--- src/rtl/rx_fsm.sv ---
// Receive half of the serial full-duplex link: generates sck_rx at clk/2, shifts in a
// 32-bit word LSB first on the falling sck_rx edges, then latches it and reports completion.
module rx_fsm (
    input  logic        clk,
    input  logic        rst,
    input  logic [1:0]  state_in,
    input  logic        data_rx,
    output logic [31:0] receive_data,
    output logic        sck_rx,
    output logic        latch_flag,
    output logic        finish,
    output logic        finish_fsm
);

    typedef enum logic [2:0] {
        IDLE  = 3'd0,
        START = 3'd1,
        SHIFT = 3'd2,
        LATCH = 3'd3,
        DONE  = 3'd4
    } state_t;

    localparam logic [1:0] CMD_START = 2'd1;
    localparam logic [1:0] CMD_ABORT = 2'd2;
    localparam logic [5:0] CNT_LAST  = 6'd63;

    state_t      r_state;
    logic [5:0]  r_cnt;
    logic [31:0] r_shreg;

    logic w_start;
    logic w_abort;

    assign w_start = (state_in == CMD_START);
    assign w_abort = (state_in == CMD_ABORT);

    // NOTE: every state register is updated with <= so all branches see the pre-edge values.
    always_ff @(posedge clk or posedge rst) begin
        if (rst) begin
            r_state      <= IDLE;
            r_cnt        <= '0;
            r_shreg      <= '0;
            receive_data <= '0;
            sck_rx       <= 1'b0;
            latch_flag   <= 1'b0;
            finish       <= 1'b0;
            finish_fsm   <= 1'b0;
        end else begin
            // Pulse outputs default low; only LATCH/DONE raise them, for one cycle each.
            latch_flag <= 1'b0;
            finish_fsm <= 1'b0;

            case (r_state)
                IDLE: begin
                    sck_rx <= 1'b0;
                    if (w_start) begin
                        r_state <= START;
                        r_cnt   <= '0;
                        r_shreg <= '0;
                        finish  <= 1'b0;
                    end
                end

                START: begin
                    sck_rx <= 1'b0;
                    if (w_abort) begin
                        r_state <= IDLE;
                        r_cnt   <= '0;
                    end else begin
                        r_state <= SHIFT;
                    end
                end

                SHIFT: begin
                    if (w_abort) begin
                        r_state <= IDLE;
                        sck_rx  <= 1'b0;
                        r_cnt   <= '0;
                    end else begin
                        sck_rx <= ~sck_rx;
                        r_cnt  <= r_cnt + 6'd1;
                        // sck_rx high now means this edge drives it low: sample here.
                        if (sck_rx) begin
                            r_shreg <= {data_rx, r_shreg[31:1]};
                        end
                        if (r_cnt == CNT_LAST) begin
                            sck_rx  <= 1'b0;
                            r_state <= LATCH;
                        end
                    end
                end

                LATCH: begin
                    receive_data <= r_shreg;
                    latch_flag   <= 1'b1;
                    r_state      <= DONE;
                end

                DONE: begin
                    finish_fsm <= 1'b1;
                    finish     <= 1'b1;
                    r_state    <= IDLE;
                end

                default: begin
                    r_state <= IDLE;
                    sck_rx  <= 1'b0;
                    r_cnt   <= '0;
                end
            endcase
        end
    end

endmodule

--- config.mk ---
export PLATFORM = sky130hd
export DESIGN_NAME = rx_fsm
export DESIGN_NICKNAME = d
export VERILOG_FILES = /design/src/rtl/rx_fsm.sv
export SDC_FILE = /design/constraint.sdc
export NUM_CORES = 1
export LEC_CHECK = 0
export BUFFER_PORTS_ARGS = -buffer_cell sky130_fd_sc_hd__buf_2
export CORE_ASPECT_RATIO = 1.75
export CORE_MARGIN = 1.5
export CORE_UTILIZATION = 40
export DETAILED_ROUTE_END_ITERATION = 16
export PLACE_DENSITY_LB_ADDON = 0.25
export SETUP_SLACK_MARGIN = 0.15
export SLEW_MARGIN = 30
export SYNTH_ARGS = -nofsm -noshare
export SYNTH_HDL_FRONTEND = slang
export SYNTH_SLANG_ARGS = --single-unit
--- constraint.sdc ---
create_clock -name clk -period 3.3 [get_ports clk]
set_input_delay 0.99 -clock clk [delete_from_list [all_inputs] [get_ports clk]]
set_output_delay 0.99 -clock clk [all_outputs]
set_load 0.01 [all_outputs]
==> run summary, run 1 <==
STA puts the critical path data required time at 3.54 ns. The number of antenna violations at the first check in global routing was 0. The count of cell types in the netlist came out at 29.

STA classifies the critical path endpoint as a flop. The final routed wirelength across all metal layers is 5680 µm. The share of the synthesized area in the top cell type came out at 0.604. The antenna diode instance count came out at 0. In the final layout, the share of cells above drive strength 1 is 0.179. Summed over all nets, the half-perimeter wirelength after detailed placement is 3790 µm. The post-detailed-route count of antenna-violating nets came out at 0. The number of hold violations in the final report was 0. The worst-case vdd ir drop is 0.418 mV. Sorting the synthesized cells by area gives the leading types as sky130_fd_sc_hd__dfrtp_1, sky130_fd_sc_hd__mux2i_1, sky130_fd_sc_hd__nand2_1. The source of the worst register-to-register timing path is r_state[1]. The deepest level of the CTS H-tree is 3. Summing every instance area after synthesis gives 3190 µm². The cell area after placement is 3460 µm². From synthesis to final layout, the design area changed by 17.1%. Row generation in the floorplan step produced 42 rows. After detailed routing, the average wire length per cell comes to 12.9 µm. The overall routing resource usage came out at 0.150.

The worst hold path belongs to the class reg2reg. The post-synthesis cell count is 309. The cell type contributing the most total cell area after synthesis is sky130_fd_sc_hd__dfrtp_1. The maximum number of pins on one net before global-route repair is 67.

The via count of the first global-routing pass is 2,135. The worst max-slew margin expressed relative to the limit is 0.477. The buffer type at the clock tree root is sky130_fd_sc_hd__clkbuf_16. The count of maximum capacitance violations came out at 0. The worst setup path is launched from a primary input. The power per standard cell area came out at 794 nW/µm². In this run, the number of DRC markers left after iteration 0 of detailed routing was 128. The number of placed I/O pins is 41. In this run the static leakage power is 1.75 nW. The post-CTS setup buffer count is 0.

During placement, the flow inserted port buffers numbering 40. The number of buffers between clock root and the deepest sink came out at 2. The measured slew at the worst slew-check pin came out at 0.782 ns. In this run the critical register-to-register path is captured at r_shreg[24]. The total of cells resized after clock tree synthesis came out at 0. The clock latency at the later pin of the worst-skew pair came out at 0.33 ns. The sequential fraction of the synthesis area came out at 0.604. After clock tree synthesis, the clock-pin slew on the worst setup and hold paths is 0.06 ns. The mean number of vias per cell came out at 4.86. The number of nets in the synthesized netlist is 315.

The power after layout came out at 2.97 mW. The core region is 7670 µm². The first-pass GRT wire length came out at 9950 µm. Static timing analysis puts the maximum clock frequency at 0.502 GHz.

After detailed routing, the number of remaining DRC violations is 0. The die is 70.5 µm wide. The critical path is of the in2reg type. The hold path startpoint is receive_data[26].

The share of the clock period used by the worst path is 0.603. The count of cells along the worst register-to-register path came out at 5. The flow ran to the end, and the final reports show no timing, DRC or antenna violations. For this configuration, the core starts out at a cell density of 0.416. The die boundary height came out at 121 µm. The net count of the finished layout is 353. The max-slew violation count is 0. The highest net fanout along the worst path is 32. The worst hold-check slack is 0.473 ns. The setup TNS after final layout is 0 ns. The critical path arrival came out at 2.24 ns. The start point of the critical path is state_in[1].

The final cell area excluding filler cells came out at 3740 µm². The synthesized area per cell came out at 10.3 µm². The routed layout has 2,138 vias.

The most critical setup path has its endpoint at r_shreg[24]. The length of the first detailed-routing pass in iterations is 4. The clock period minus worst slack came out at 1.99 ns. The flip-flop and latch count after synthesis came out at 77. After clock tree synthesis, the flow added hold-fix buffers numbering 0. The die covers 8550 µm².

The number of buffers inserted during clock tree synthesis came out at 9. Setup repair after global routing left no endpoint under its margin. The tree built by TritonCTS fans out to 77 sinks. The synthesis warning total is 0. TritonCTS built the clock tree. On the final layout, the worst clock skew is 0.00381 ns. The leftover overflow at the end of global routing came out at 0.

The final number of setup-violating endpoints came out at 0. The routability congestion estimate is 0.737. The setup check on the worst reg-to-reg path leaves a slack of 1.51 ns.
-- registers in the layout, summed over array words and instances (netlist names) --
signal and cells:
r_shreg 32, finish_fsm 1, finish 1, latch_flag 1
r_cnt 6, sck_rx 1, receive_data 32, r_state 3
-- Yosys cell counts (all sizes together) --
cell type and instances:
dfrtp 77, a22o 1, xor2 1, nor3b 4
nand2b 2, a21oi 3, nand3 5, a311oi 1
o21ai 38, nor3 1, or3 1, or4b 1
mux2i 33, xnor2 2, clkbuf 3, ha 1
a21o 1, inv 37, nand2 74, o31ai 1
nor2 4, buf 13, or2 1, o32ai 1
nor2b 3
-- metrics by stage --
step / setup slack [ns] / utilization / std cells
finish: 1.31 / 0.487 / 440
global route: 1.19 / 0.487 / 440
CTS: 1.28 / 0.487 / 440
detailed placement: 0.967 / 0.451 / 424
global placement: 1.00 / 0.451 / 424
floorplan: 0.343 / - / 309
-- final cells by class --
cell class	instances	area (µm²)
Fill cell	716	3930
Clock inverter	4	22.5
Multi-Input combinational cell	179	1050
Clock buffer	12	256
Sequential cell	77	1930
Tap cell	88	110
Inverter	37	140
Timing Repair Buffer	43	235
-- worst min path at each step --
stage                            end  slack (ns)  cells past startpoint
floorplan                 r_shreg[0]        0.48                      2
detailed placement  receive_data[26]        0.47                      2
CTS                 receive_data[26]        0.48                      2
global route         receive_data[9]        0.49                      2
finish              receive_data[26]        0.47                      2
global placement              finish        0.46                      1
-- cells by family (layout without fill, tap and decap cells) --
| group | count (synthesis) | after routing | synth area share |
|---|---|---|---|
| xor gates and xnor gates | 3 | 3 | 0.00823 |
| buffers and inverters | 53 | 96 | 0.0713 |
| and+or+nand+nor | 96 | 96 | 0.131 |
| DFF | 77 | 77 | 0.604 |
| AOI/OAI and AO/OA | 46 | 46 | 0.0784 |
| muxes | 33 | 33 | 0.103 |
| adders and majority gates | 1 | 1 | 0.00392 |
-- layer usage --
layer	global-route usage	wire length [µm]
met3	0.0357	186
met2	0.253	2860
met4	0.0757	140
met1	0.176	2490
met5	0	0
-- cells in the final DEF (no fill, tap or decap) --
master and count:
sky130_fd_sc_hd__clkbuf_16 9, sky130_fd_sc_hd__buf_4 2, sky130_fd_sc_hd__xnor2_1 2, sky130_fd_sc_hd__xor2_1 1, sky130_fd_sc_hd__nor2_1 4, sky130_fd_sc_hd__clkinvlp_4 1
sky130_fd_sc_hd__inv_1 36, sky130_fd_sc_hd__nor2b_1 3, sky130_fd_sc_hd__nand2b_1 2, sky130_fd_sc_hd__o31ai_1 1, sky130_fd_sc_hd__nor3_1 1, sky130_fd_sc_hd__nand3_1 5
sky130_fd_sc_hd__or4b_2 1, sky130_fd_sc_hd__nand2_1 74, sky130_fd_sc_hd__dfrtp_1 77, sky130_fd_sc_hd__or2_4 1, sky130_fd_sc_hd__buf_2 40, sky130_fd_sc_hd__a22o_1 1
sky130_fd_sc_hd__o21ai_4 1, sky130_fd_sc_hd__a21oi_1 3, sky130_fd_sc_hd__o21ai_0 36, sky130_fd_sc_hd__mux2i_1 33, sky130_fd_sc_hd__clkinv_2 4, sky130_fd_sc_hd__nor3b_4 1
sky130_fd_sc_hd__a21o_1 1, sky130_fd_sc_hd__clkbuf_8 2, sky130_fd_sc_hd__o32ai_1 1, sky130_fd_sc_hd__nor3b_1 3, sky130_fd_sc_hd__or3_1 1, sky130_fd_sc_hd__o21ai_1 1
sky130_fd_sc_hd__ha_1 1, sky130_fd_sc_hd__buf_12 1, sky130_fd_sc_hd__a311oi_1 1, sky130_fd_sc_hd__clkbuf_1 1
-- worst max-delay path, stage by stage --
cell and delay (ns):
sky130_fd_sc_hd__buf_2 0.13, sky130_fd_sc_hd__nor2_1 0.12, sky130_fd_sc_hd__a21oi_1 0.09, sky130_fd_sc_hd__o21ai_4 0.15, sky130_fd_sc_hd__buf_4 0.47, sky130_fd_sc_hd__mux2i_1 0.27
-- power by group --
group / switching, mW / total [mW] / internal, mW
Sequential: 0.146 / 1.32 / 1.17
Combinational: 0.445 / 0.751 / 0.306
Clock: 0.355 / 0.900 / 0.546
Total: 0.946 / 2.97 / 2.02
(Power assumes the default switching activity.)
==> run 2: changes to the inputs <==
clock period = 1.8 ns   (was 3.3 ns; I/O delays follow)
==> run 2 against run 1 <==
Global-route usage up 0.31 points. Critical path depth fell by 1. Die area is the same. Final area grew 2.8%. Sequential power increased by 82%. Count of clock-buffer cells in the layout down 2. Sequential cell count unchanged. Clock power rose by 120%. Core utilization rose by 1.4 points. Critical endpoint is now r_shreg[0]. Largest cell class unchanged.
==> run summary, run 2 (same netlist as run 1, synthesis figures left out) <==
Setup repair after global routing left no endpoint under its margin. The starting density of the core is 0.416. The setup path with the least slack is of type reg2reg.

The per-cell routed wire length came out at 13.0 µm. The leakage component of the power is 1.79 nW. The routability congestion estimate is 0.737. Derived from the worst setup path, the maximum achievable clock frequency is 0.657 GHz.

The post-detailed-route count of antenna-violating nets came out at 0. Once layout is complete, the utilization of the core stands at 0.501. The critical path arrival is 1.77 ns. The final number of setup-violating endpoints is 0. The total of cells resized after clock tree synthesis came out at 0. The highest net fanout along the worst path came out at 32. The cts-stage hold buffer count is 0.

The count of maximum capacitance violations is 0. The filler cell count in the final layout is 714. The flow ran to the end, and the final reports show no timing, DRC or antenna violations.

The first routing iteration left 109 violations. The worst-case vdd ir drop is 0.777 mV. The full die area is 8550 µm².

The die boundary height came out at 121 µm. The largest registers in the layout are r_shreg: 32 flops, receive_data: 32 flops, r_cnt: 6 flops. The worst max-slew margin expressed relative to the limit is 0.727. The number of hold violations in the final report is 0. During I/O placement, the number of pins put on the boundary was 41.

The number of antenna violations at the first check in global routing came out at 0. For this run, the slowest stage of the critical path takes 0.49 ns. The total of buffers placed on input and output ports is 40. The first-pass GRT wire length came out at 10,200 µm.

The library cells used most frequently in the layout, excluding fill and tap cells, are sky130_fd_sc_hd__dfrtp_1, sky130_fd_sc_hd__nand2_1, sky130_fd_sc_hd__buf_2. The first detailed-routing pass took 4 iterations. Of the cells placed in the final design, the portion with a size suffix greater than 1 is 0.189.

The setup TNS after final layout came out at 0 ns. For this design the ratio of total power to cell area is 1510 nW/µm². The class of the worst hold path is in2async. After clock tree synthesis, the clock-pin slew on the worst setup and hold paths is 0.06 ns.

The clock period minus worst slack is 1.52 ns. The combined buffer and inverter count along the critical path came out at 1. The share of the clock period used by the worst path came out at 0.846. No sink is reached through more buffers than the 2 on the longest clock path. Broken down by cell family, the worst path's largest delay share belongs to flip-flops. The mean number of vias per cell is 4.83. In the routed design, unresolved DRC markers number 0.

The signal on the critical path passes through nor2_1 > nand2_1 > o21ai_4 > buf_12 > mux2i_1. The net count of the finished layout is 357. Counting the buffers created by CTS gives 9. STA classifies the critical path endpoint as a flop. The TritonCTS clock tree is done.

The required time reported for the critical path endpoint is 2.05 ns. The HPWL after detailed placement is 3890 µm. The layout overhead on the synthesized area is 20.5%. The max-slew violation count came out at 0.

The number of clock sinks came out at 77. The post-CTS setup buffer count came out at 0. The cell area after placement came out at 3510 µm². The deepest level of the CTS H-tree came out at 3.

The maximum number of pins on one net before global-route repair is 39. The critical-path cell with the highest stage delay is sky130_fd_sc_hd__dfrtp_1. The via count of the first global-routing pass is 2,147. The number of antenna diodes in the final layout is 0. The measured slew at the worst slew-check pin is 0.409 ns.

The buffer type at the clock tree root is sky130_fd_sc_hd__clkbuf_16. Across every metal layer, demand over resource in global routing totals 0.153. For this run the aggregate overflow at the end of global routing stands at 0. The die width is 70.5 µm. The core footprint came out at 7670 µm². The clock latency at the later pin of the worst-skew pair came out at 0.33 ns. The final routed wirelength across all metal layers is 5780 µm.

The final setup skew came out at 0.00434 ns. The final cell area excluding filler cells is 3840 µm². The total via count after detailed routing is 2,139.

The startpoint class of the critical path is a flop. The floorplan row count came out at 42. The commonest non-fill, non-tap cell in the layout is sky130_fd_sc_hd__dfrtp_1.
[run 2: cell count changes in the layout (fill, tap and decap cells not counted), sizes merged]
| cell | previous run | this run |
|---|---|---|
| clkbuf | 12 | 10 |
| clkinv | 4 | 2 |
| bufinv | 0 | 3 |
| buf | 43 | 47 |
[run 2: power breakdown]
| group | switching [mW] | internal (mW) | total [mW] |
|---|---|---|---|
| Sequential | 0.250 | 2.15 | 2.40 |
| Combinational | 0.830 | 0.596 | 1.43 |
| Clock | 0.656 | 1.34 | 2.00 |
[run 2: path summary, 6_finish.rpt]
path / end / cells after the start / slack [ns] / start
worst max-delay path: r_shreg[0] / 5 / 0.28 / r_state[0]
worst min-delay path: receive_data[2] / 2 / 0.15 / rst
worst max register to register: r_shreg[0] / 5 / 0.28 / r_state[0]
worst min register to register: receive_data[8] / 2 / 0.47 / receive_data[8]
max in group asynchronous: r_state[1] / 3 / 1.17 / rst
min in group clk: r_shreg[31] / 3 / 0.46 / data_rx
[run 2: final cells by class]
| cell class | instances | area, µm² | share of cell area |
|---|---|---|---|
| clock buffers | 10 | 229 | 0.0596 |
| clock inverters | 5 | 100 | 0.0260 |
| inverters | 37 | 143 | 0.0371 |
| multi-input cells | 179 | 1040 | 0.272 |
| flip-flops and latches | 77 | 1930 | 0.501 |
| well taps | 88 | 110 | 0.0286 |
| repair buffers | 47 | 290 | 0.0755 |
[run 2: through the flow]
step	instances	setup WS [ns]	hold WS, ns	total power, mW
global route	443	0.167	0.162	6.18
CTS	443	0.241	0.148	5.92
floorplan	309	0.355	0.484	3.32
detailed placement	428	0.143	0.465	3.90
global placement	428	0.190	0.456	3.86
finish	443	0.278	0.149	5.82
[run 2: per-layer routing]
layer | share of wire | global-route usage
met1 | 0.44 | 0.188
met2 | 0.50 | 0.249
met3 | 0.030 | 0.0316
met4 | 0.026 | 0.0829
met5 | 0 | 0
